**config.mk**
```make
export PLATFORM = sky130hd
export DESIGN_NAME = bcd_to_binary
export DESIGN_NICKNAME = d
export VERILOG_FILES = /design/src/rtl/bcd_pkg.sv /design/src/rtl/bcd_digit_adjust.sv /design/src/rtl/bcd_to_binary.sv
export SDC_FILE = /design/constraint.sdc
export NUM_CORES = 1
export LEC_CHECK = 0
export ABC_CLOCK_PERIOD_IN_PS = 2200
export BUFFER_PORTS_ARGS = -buffer_cell sky130_fd_sc_hd__clkbuf_2
export CORE_ASPECT_RATIO = 2
export CORE_MARGIN = 2
export CORE_UTILIZATION = 38
export CTS_CLUSTER_DIAMETER = 200
export DETAILED_ROUTE_END_ITERATION = 6
export SYNTH_ARGS = -nofsm -noshare
export SYNTH_HDL_FRONTEND = slang
export SYNTH_HIERARCHICAL = 1
export SYNTH_SLANG_ARGS = --single-unit
```
**constraint.sdc**
```tcl
create_clock -name clk -period 2.2 [get_ports clk]
set_input_delay 0.44 -clock clk [delete_from_list [all_inputs] [get_ports clk]]
set_output_delay 0.44 -clock clk [all_outputs]
set_load 0.02 [all_outputs]
```
**src/rtl/bcd_pkg.sv**
```systemverilog
// -----------------------------------------------------------------------------
// bcd_pkg
// Shared definitions for the packed-BCD to binary converter.
//   DIGIT_W    : width of one BCD digit
//   BCD_MAX    : largest legal digit value
//   state_t    : converter FSM states (IDLE, SHIFT, DONE)
//   cnt_width  : width needed for an iteration counter that reaches bin_w
// -----------------------------------------------------------------------------
package bcd_pkg;

  localparam int         DIGIT_W = 4;
  localparam logic [3:0] BCD_MAX = 4'd9;

  typedef enum logic [1:0] {
    IDLE  = 2'd0,
    SHIFT = 2'd1,
    DONE  = 2'd2
  } state_t;

  // Counter wide enough to hold the values 0..bin_w.
  function automatic int cnt_width(input int bin_w);
    return $clog2(bin_w + 1);
  endfunction

endpackage

```
**src/rtl/bcd_digit_adjust.sv**
```systemverilog
// -----------------------------------------------------------------------------
// bcd_digit_adjust
// Combinational per-digit correction used by reverse double-dabble.
// After a right shift a digit that reads 8 or more has received a carry of
// ten's weight from the digit above (which in binary is worth 8); subtracting
// 3 turns that 8 back into the 5 it represents in decimal.
//   din  : shifted BCD digit
//   dout : din >= 8 ? din - 3 : din   (4-bit, no borrow out)
// -----------------------------------------------------------------------------
module bcd_digit_adjust
  import bcd_pkg::*;
(
  input  logic [DIGIT_W-1:0] din,
  output logic [DIGIT_W-1:0] dout
);

  assign dout = (din >= 4'd8) ? (din - 4'd3) : din;

endmodule

```
**src/rtl/bcd_to_binary.sv**
```systemverilog
// -----------------------------------------------------------------------------
// bcd_to_binary
// Sequential packed-BCD to unsigned binary converter (reverse double-dabble):
// each SHIFT cycle shifts {bcd_reg, bin_reg} right by one and corrects every
// BCD digit that reads 8 or more by subtracting 3. After BIN_W iterations the
// binary value sits in bin_reg. One conversion in flight at a time.
//
// Parameters
//   DIGITS : number of BCD digits on bcd_in
//   BIN_W  : binary result width, 2**BIN_W > 10**DIGITS - 1
//
// Ports
//   clk     in   clock, rising edge
//   rst_n   in   asynchronous active-low reset
//   start   in   conversion request, only sampled in IDLE
//   bcd_in  in   packed digits, digit 0 in [3:0]; captured on accepted start
//   bcd_neg in   (BCD_TO_BINARY_SIGN_EN only) negate the result
//   busy    out  high while iterating
//   done    out  one-cycle pulse, bin_out/err valid from this cycle
//   err     out  high with done when a captured nibble exceeded 9
//   bin_out out  result, held until the next done; BIN_W bits unsigned, or
//                BIN_W+1 bits two's complement with BCD_TO_BINARY_SIGN_EN
//
// Configuration macro: BCD_TO_BINARY_SIGN_EN
// -----------------------------------------------------------------------------
module bcd_to_binary
  import bcd_pkg::*;
#(
  parameter int DIGITS = 9,
  parameter int BIN_W  = 30
) (
  input  logic                     clk,
  input  logic                     rst_n,
  input  logic                     start,
  input  logic [DIGITS*DIGIT_W-1:0] bcd_in,
`ifdef BCD_TO_BINARY_SIGN_EN
  input  logic                     bcd_neg,
`endif
  output logic                     busy,
  output logic                     done,
  output logic                     err,
`ifdef BCD_TO_BINARY_SIGN_EN
  output logic [BIN_W:0]           bin_out
`else
  output logic [BIN_W-1:0]         bin_out
`endif
);

  localparam int BCD_W = DIGITS * DIGIT_W;
  localparam int CNT_W = cnt_width(BIN_W);

  state_t             state;
  state_t             state_next;
  logic [BCD_W-1:0]   bcd_reg;
  logic [BIN_W-1:0]   bin_reg;
  logic [CNT_W-1:0]   cnt;
`ifdef BCD_TO_BINARY_SIGN_EN
  logic               neg_reg;
`endif

  // ---------------------------------------------------------------------------
  // Input validation: any nibble above 9 makes the whole word illegal.
  // ---------------------------------------------------------------------------
  logic [DIGITS-1:0] nibble_bad;
  logic              in_bad;

  generate
    for (genvar gi = 0; gi < DIGITS; gi++) begin : g_check
      assign nibble_bad[gi] = (bcd_in[gi*DIGIT_W +: DIGIT_W] > BCD_MAX);
    end
  endgenerate

  assign in_bad = |nibble_bad;

  // ---------------------------------------------------------------------------
  // One iteration of the datapath: shift right, then correct every digit.
  // ---------------------------------------------------------------------------
  logic [BCD_W-1:0] bcd_shift;
  logic [BCD_W-1:0] bcd_adj;
  logic [BIN_W-1:0] bin_shift;

  assign bcd_shift = bcd_reg >> 1;
  assign bin_shift = {bcd_reg[0], bin_reg[BIN_W-1:1]};

  generate
    for (genvar gi = 0; gi < DIGITS; gi++) begin : g_adjust
      bcd_digit_adjust u_adj (
        .din  (bcd_shift[gi*DIGIT_W +: DIGIT_W]),
        .dout (bcd_adj[gi*DIGIT_W +: DIGIT_W])
      );
    end
  endgenerate

  logic last_iter;
  assign last_iter = (cnt == CNT_W'(BIN_W - 1));

  // Final result as it will be registered on the edge entering DONE.
`ifdef BCD_TO_BINARY_SIGN_EN
  logic [BIN_W:0] result;
  // Negating zero gives zero, so -0 needs no special case.
  assign result = neg_reg ? (-{1'b0, bin_shift}) : {1'b0, bin_shift};
`else
  logic [BIN_W-1:0] result;
  assign result = bin_shift;
`endif

  // ---------------------------------------------------------------------------
  // FSM next state
  // ---------------------------------------------------------------------------
  always_comb begin
    state_next = state;
    case (state)
      IDLE: begin
        if (start) begin
          state_next = in_bad ? DONE : SHIFT;
        end
      end
      SHIFT: begin
        if (last_iter) begin
          state_next = DONE;
        end
      end
      DONE:    state_next = IDLE;
      default: state_next = IDLE;
    endcase
  end

  assign busy = (state == SHIFT);
  assign done = (state == DONE);

  // ---------------------------------------------------------------------------
  // State, datapath and output registers
  // ---------------------------------------------------------------------------
  always_ff @(posedge clk or negedge rst_n) begin
    if (!rst_n) begin
      state   <= IDLE;
      bcd_reg <= '0;
      bin_reg <= '0;
      cnt     <= '0;
      err     <= 1'b0;
      bin_out <= '0;
`ifdef BCD_TO_BINARY_SIGN_EN
      neg_reg <= 1'b0;
`endif
    end else begin
      state <= state_next;
      case (state)
        IDLE: begin
          if (start) begin
            bcd_reg <= bcd_in;
            bin_reg <= '0;
            cnt     <= '0;
`ifdef BCD_TO_BINARY_SIGN_EN
            neg_reg <= bcd_neg;
`endif
            // An illegal word skips straight to DONE, so its visible outputs
            // are written here; a legal word gets err cleared together with
            // its result so that err and bin_out only ever move entering DONE.
            if (in_bad) begin
              err     <= 1'b1;
              bin_out <= '0;
            end
          end
        end
        SHIFT: begin
          bcd_reg <= bcd_adj;
          bin_reg <= bin_shift;
          cnt     <= cnt + CNT_W'(1);
          if (last_iter) begin
            bin_out <= result;
            err     <= 1'b0;
          end
        end
        default: begin
        end
      endcase
    end
  end

endmodule

```
==> flow_metrics.tcl <==
set metrics [dict create \
    status "completed" \
    pin_count 72 \
    arrival_ns 1.55 \
    vias 3739 \
    core_area_mm2 0.0130 \
    ys_ff_latch 103 \
    power.leakage_nw 3.21 \
    end_kind "output port" \
    numCtsBuffers 9 \
    dr.first_iter.drc_count 191 \
    final_cell_count_no_fill 755 \
    clock_path_buffers 2 \
    async_flop_share 1.00 \
    setup_tns_ns 0 \
    diodes 0 \
    yosysWarnings 6 \
    seq_area_frac_synth 0.512 \
    hold_violations 0 \
    drc 0 \
    startpoint_type "flip-flop" \
    post-cts-setup-buffers 0 \
    maxCapViolations 0 \
    syn_area_mm2 0.00503 \
    synth-main-ff-cell "dfrtp_1" \
    fin_crit_ns 1.99 \
    cts.reportedPaths.clkPinSlew_ns 0.07 \
    numPlacedInstances 739 \
    post_cts_resized 0 \
    relSlewSlack 0.609 \
    grt_use_total 0.165 \
    grt_max_degree 104 \
    vias_per_cell 4.95 \
    fillers 1309 \
    die_area_mm2 0.0142 \
    cts_sinks 103 \
    rows 59 \
    area_growth_pct 15.8 \
    fmax_mhz 502 \
    clock_insertion_delay_worst_skew_ns 0.34 \
    worstPathMaxFanout 12 \
    vdd_drop_max_mv 0.461 \
    dr.pass1.iters 4 \
    ant_nets 0 \
    largest_register_ffs 36 \
    grt_pass1_vias 3867 \
    setup_viol 0 \
    root_buffer "clkbuf_16" \
    hold_class "in2async" \
    p_per_area_mw_per_mm2 742 \
    nets 657 \
    worstMarginPinSlew_ns 0.586 \
    r2r_slack_ns 0.39 \
    synth_area_per_cell_um2 9.53 \
    drv_slew 0 \
    skew_ns 0.00817 \
    numPortBuffers 71 \
    drive_above_1_share 0.167 \
    synth_edf_count 0 \
    grt_pass1_wl_um 18700 \
    routed_wirelength_um 11100 \
    antenna_found_initial 0 \
    wl_per_cell_um 14.7 \
    cts_tree "built" \
    ctsHtreeMaxLevel 3 \
    crit_type "reg2out" \
    ys_types 29 \
    die_h_um 167 \
    rsz0062_at_grt "no" \
    hold_ws_ns 0.119 \
    period_share 0.905 \
    routabilityCongestion 0.798 \
    fp.dieW_um 85.4 \
    synth_cells 528 \
    critPathRequiredTime_ns 1.76 \
    ctsHoldBuffers 0 \
    start_util 0.387 \
    place_hpwl_um 7830 \
    grt_overflow 0 \
]
-- cell families after synthesis --
group / synth area share
AOI/OAI and AO/OA: 0.126
xor gates and xnor gates: 0.0348
adders and majority gates: 0.0498
buffers and inverters: 0.0435
DFF: 0.512
muxes: 0.0716
other: 0.000746
and+or+nand+nor: 0.161
-- metal layers --
layer	global-route usage	wire length, um
met3	0.0233	380
met4	0.0690	301
met2	0.304	6100
met1	0.184	4280
met5	0	0
-- area by class of cell --
cell class              instances  area, um^2  area share
repair buffers                 79         443      0.0760
inverters                      21        78.8      0.0135
multi-input cells             384        2260       0.387
flip-flops and latches        103        2580       0.442
clock inverters                 7        55.1     0.00945
well taps                     152         190      0.0326
clock buffers                   9         225      0.0387
-- cells in the final DEF, fill, tap and decap left out, types with 2 or more instances in the layout --
cell        Yosys  layout
conb_1          1       5
a21oi_1         9       9
buf_12          0       2
nor2_1         35      35
mux2i_1        36      36
clkbuf_16       0       9
nand2_1       140     140
inv_6           0       3
o21ai_0        40      40
dfrtp_1       103     103
clkbuf_2        0      70
clkinvlp_4      0       2
xnor2_1         9       9
xor2_1         11      11
nand2b_1        9       9
a21o_1         30      30
ha_1           20      20
nor2b_1        10      10
inv_1          20      20
nand3_1         2       2
o21ai_1        20      20
buf_4           4       7
-- through the flow --
stage | power, mW | area [um^2] | utilization | setup slack [ns]
floorplan | 2.62 | 5040 | - | 0.684
global placement | 2.81 | 5550 | 0.427 | 0.295
detailed placement | 2.85 | 5550 | 0.427 | 0.237
CTS | 4.37 | 5830 | 0.448 | 0.191
global route | 4.56 | 5830 | 0.448 | 0.119
finish | 4.33 | 5830 | 0.448 | 0.209
-- cell usage after synthesis, types with 2 or more instances --
cell | instances | area [um^2]
nand2_1 | 140 | 526
dfrtp_1 | 103 | 2580
o21ai_0 | 40 | 200
mux2i_1 | 36 | 360
nor2_1 | 35 | 131
a21o_1 | 30 | 225
ha_1 | 20 | 250
inv_1 | 20 | 75.1
o21ai_1 | 20 | 100
xor2_1 | 11 | 96.3
buf_2 | 10 | 50.1
nor2b_1 | 10 | 62.6
a21oi_1 | 9 | 45.0
nand2b_1 | 9 | 56.3
xnor2_1 | 9 | 78.8
clkbuf_1 | 7 | 26.3
buf_4 | 4 | 30.0
buf_6 | 3 | 33.8
nand3_1 | 2 | 10.0
-- where the power goes --
group | leakage, nW | switching, mW | internal [mW]
Clock | 0.133 | 0.740 | 0.780
Sequential | 1.37 | 0.156 | 2.01
Combinational | 1.70 | 0.361 | 0.273
-- worst paths after layout --
path	from	to	cells after the start
max in group asynchronous	rst_n	bcd_reg[3]$_DFFE_PN0P_	2
min in group clk	bcd_in[32]	bcd_reg[32]$_DFFE_PN0P_	3
hold / removal	rst_n	bcd_reg[19]$_DFFE_PN0P_	2
hold reg to reg	bin_reg[17]$_DFFE_PN0P_	bin_reg[17]$_DFFE_PN0P_	2
setup reg to reg	state[1]$_DFFE_PN0P_	bcd_reg[6]$_DFFE_PN0P_	5
setup / recovery	state[1]$_DFFE_PN0P_	busy	3
-- worst max-delay path: stages (launching register included) --
cell	delay, ns
dfrtp_1	0.41
nand2b_2	0.25
inv_2	0.31
clkbuf_2	0.24
Note: power is estimated with default switching activity, not from simulation.
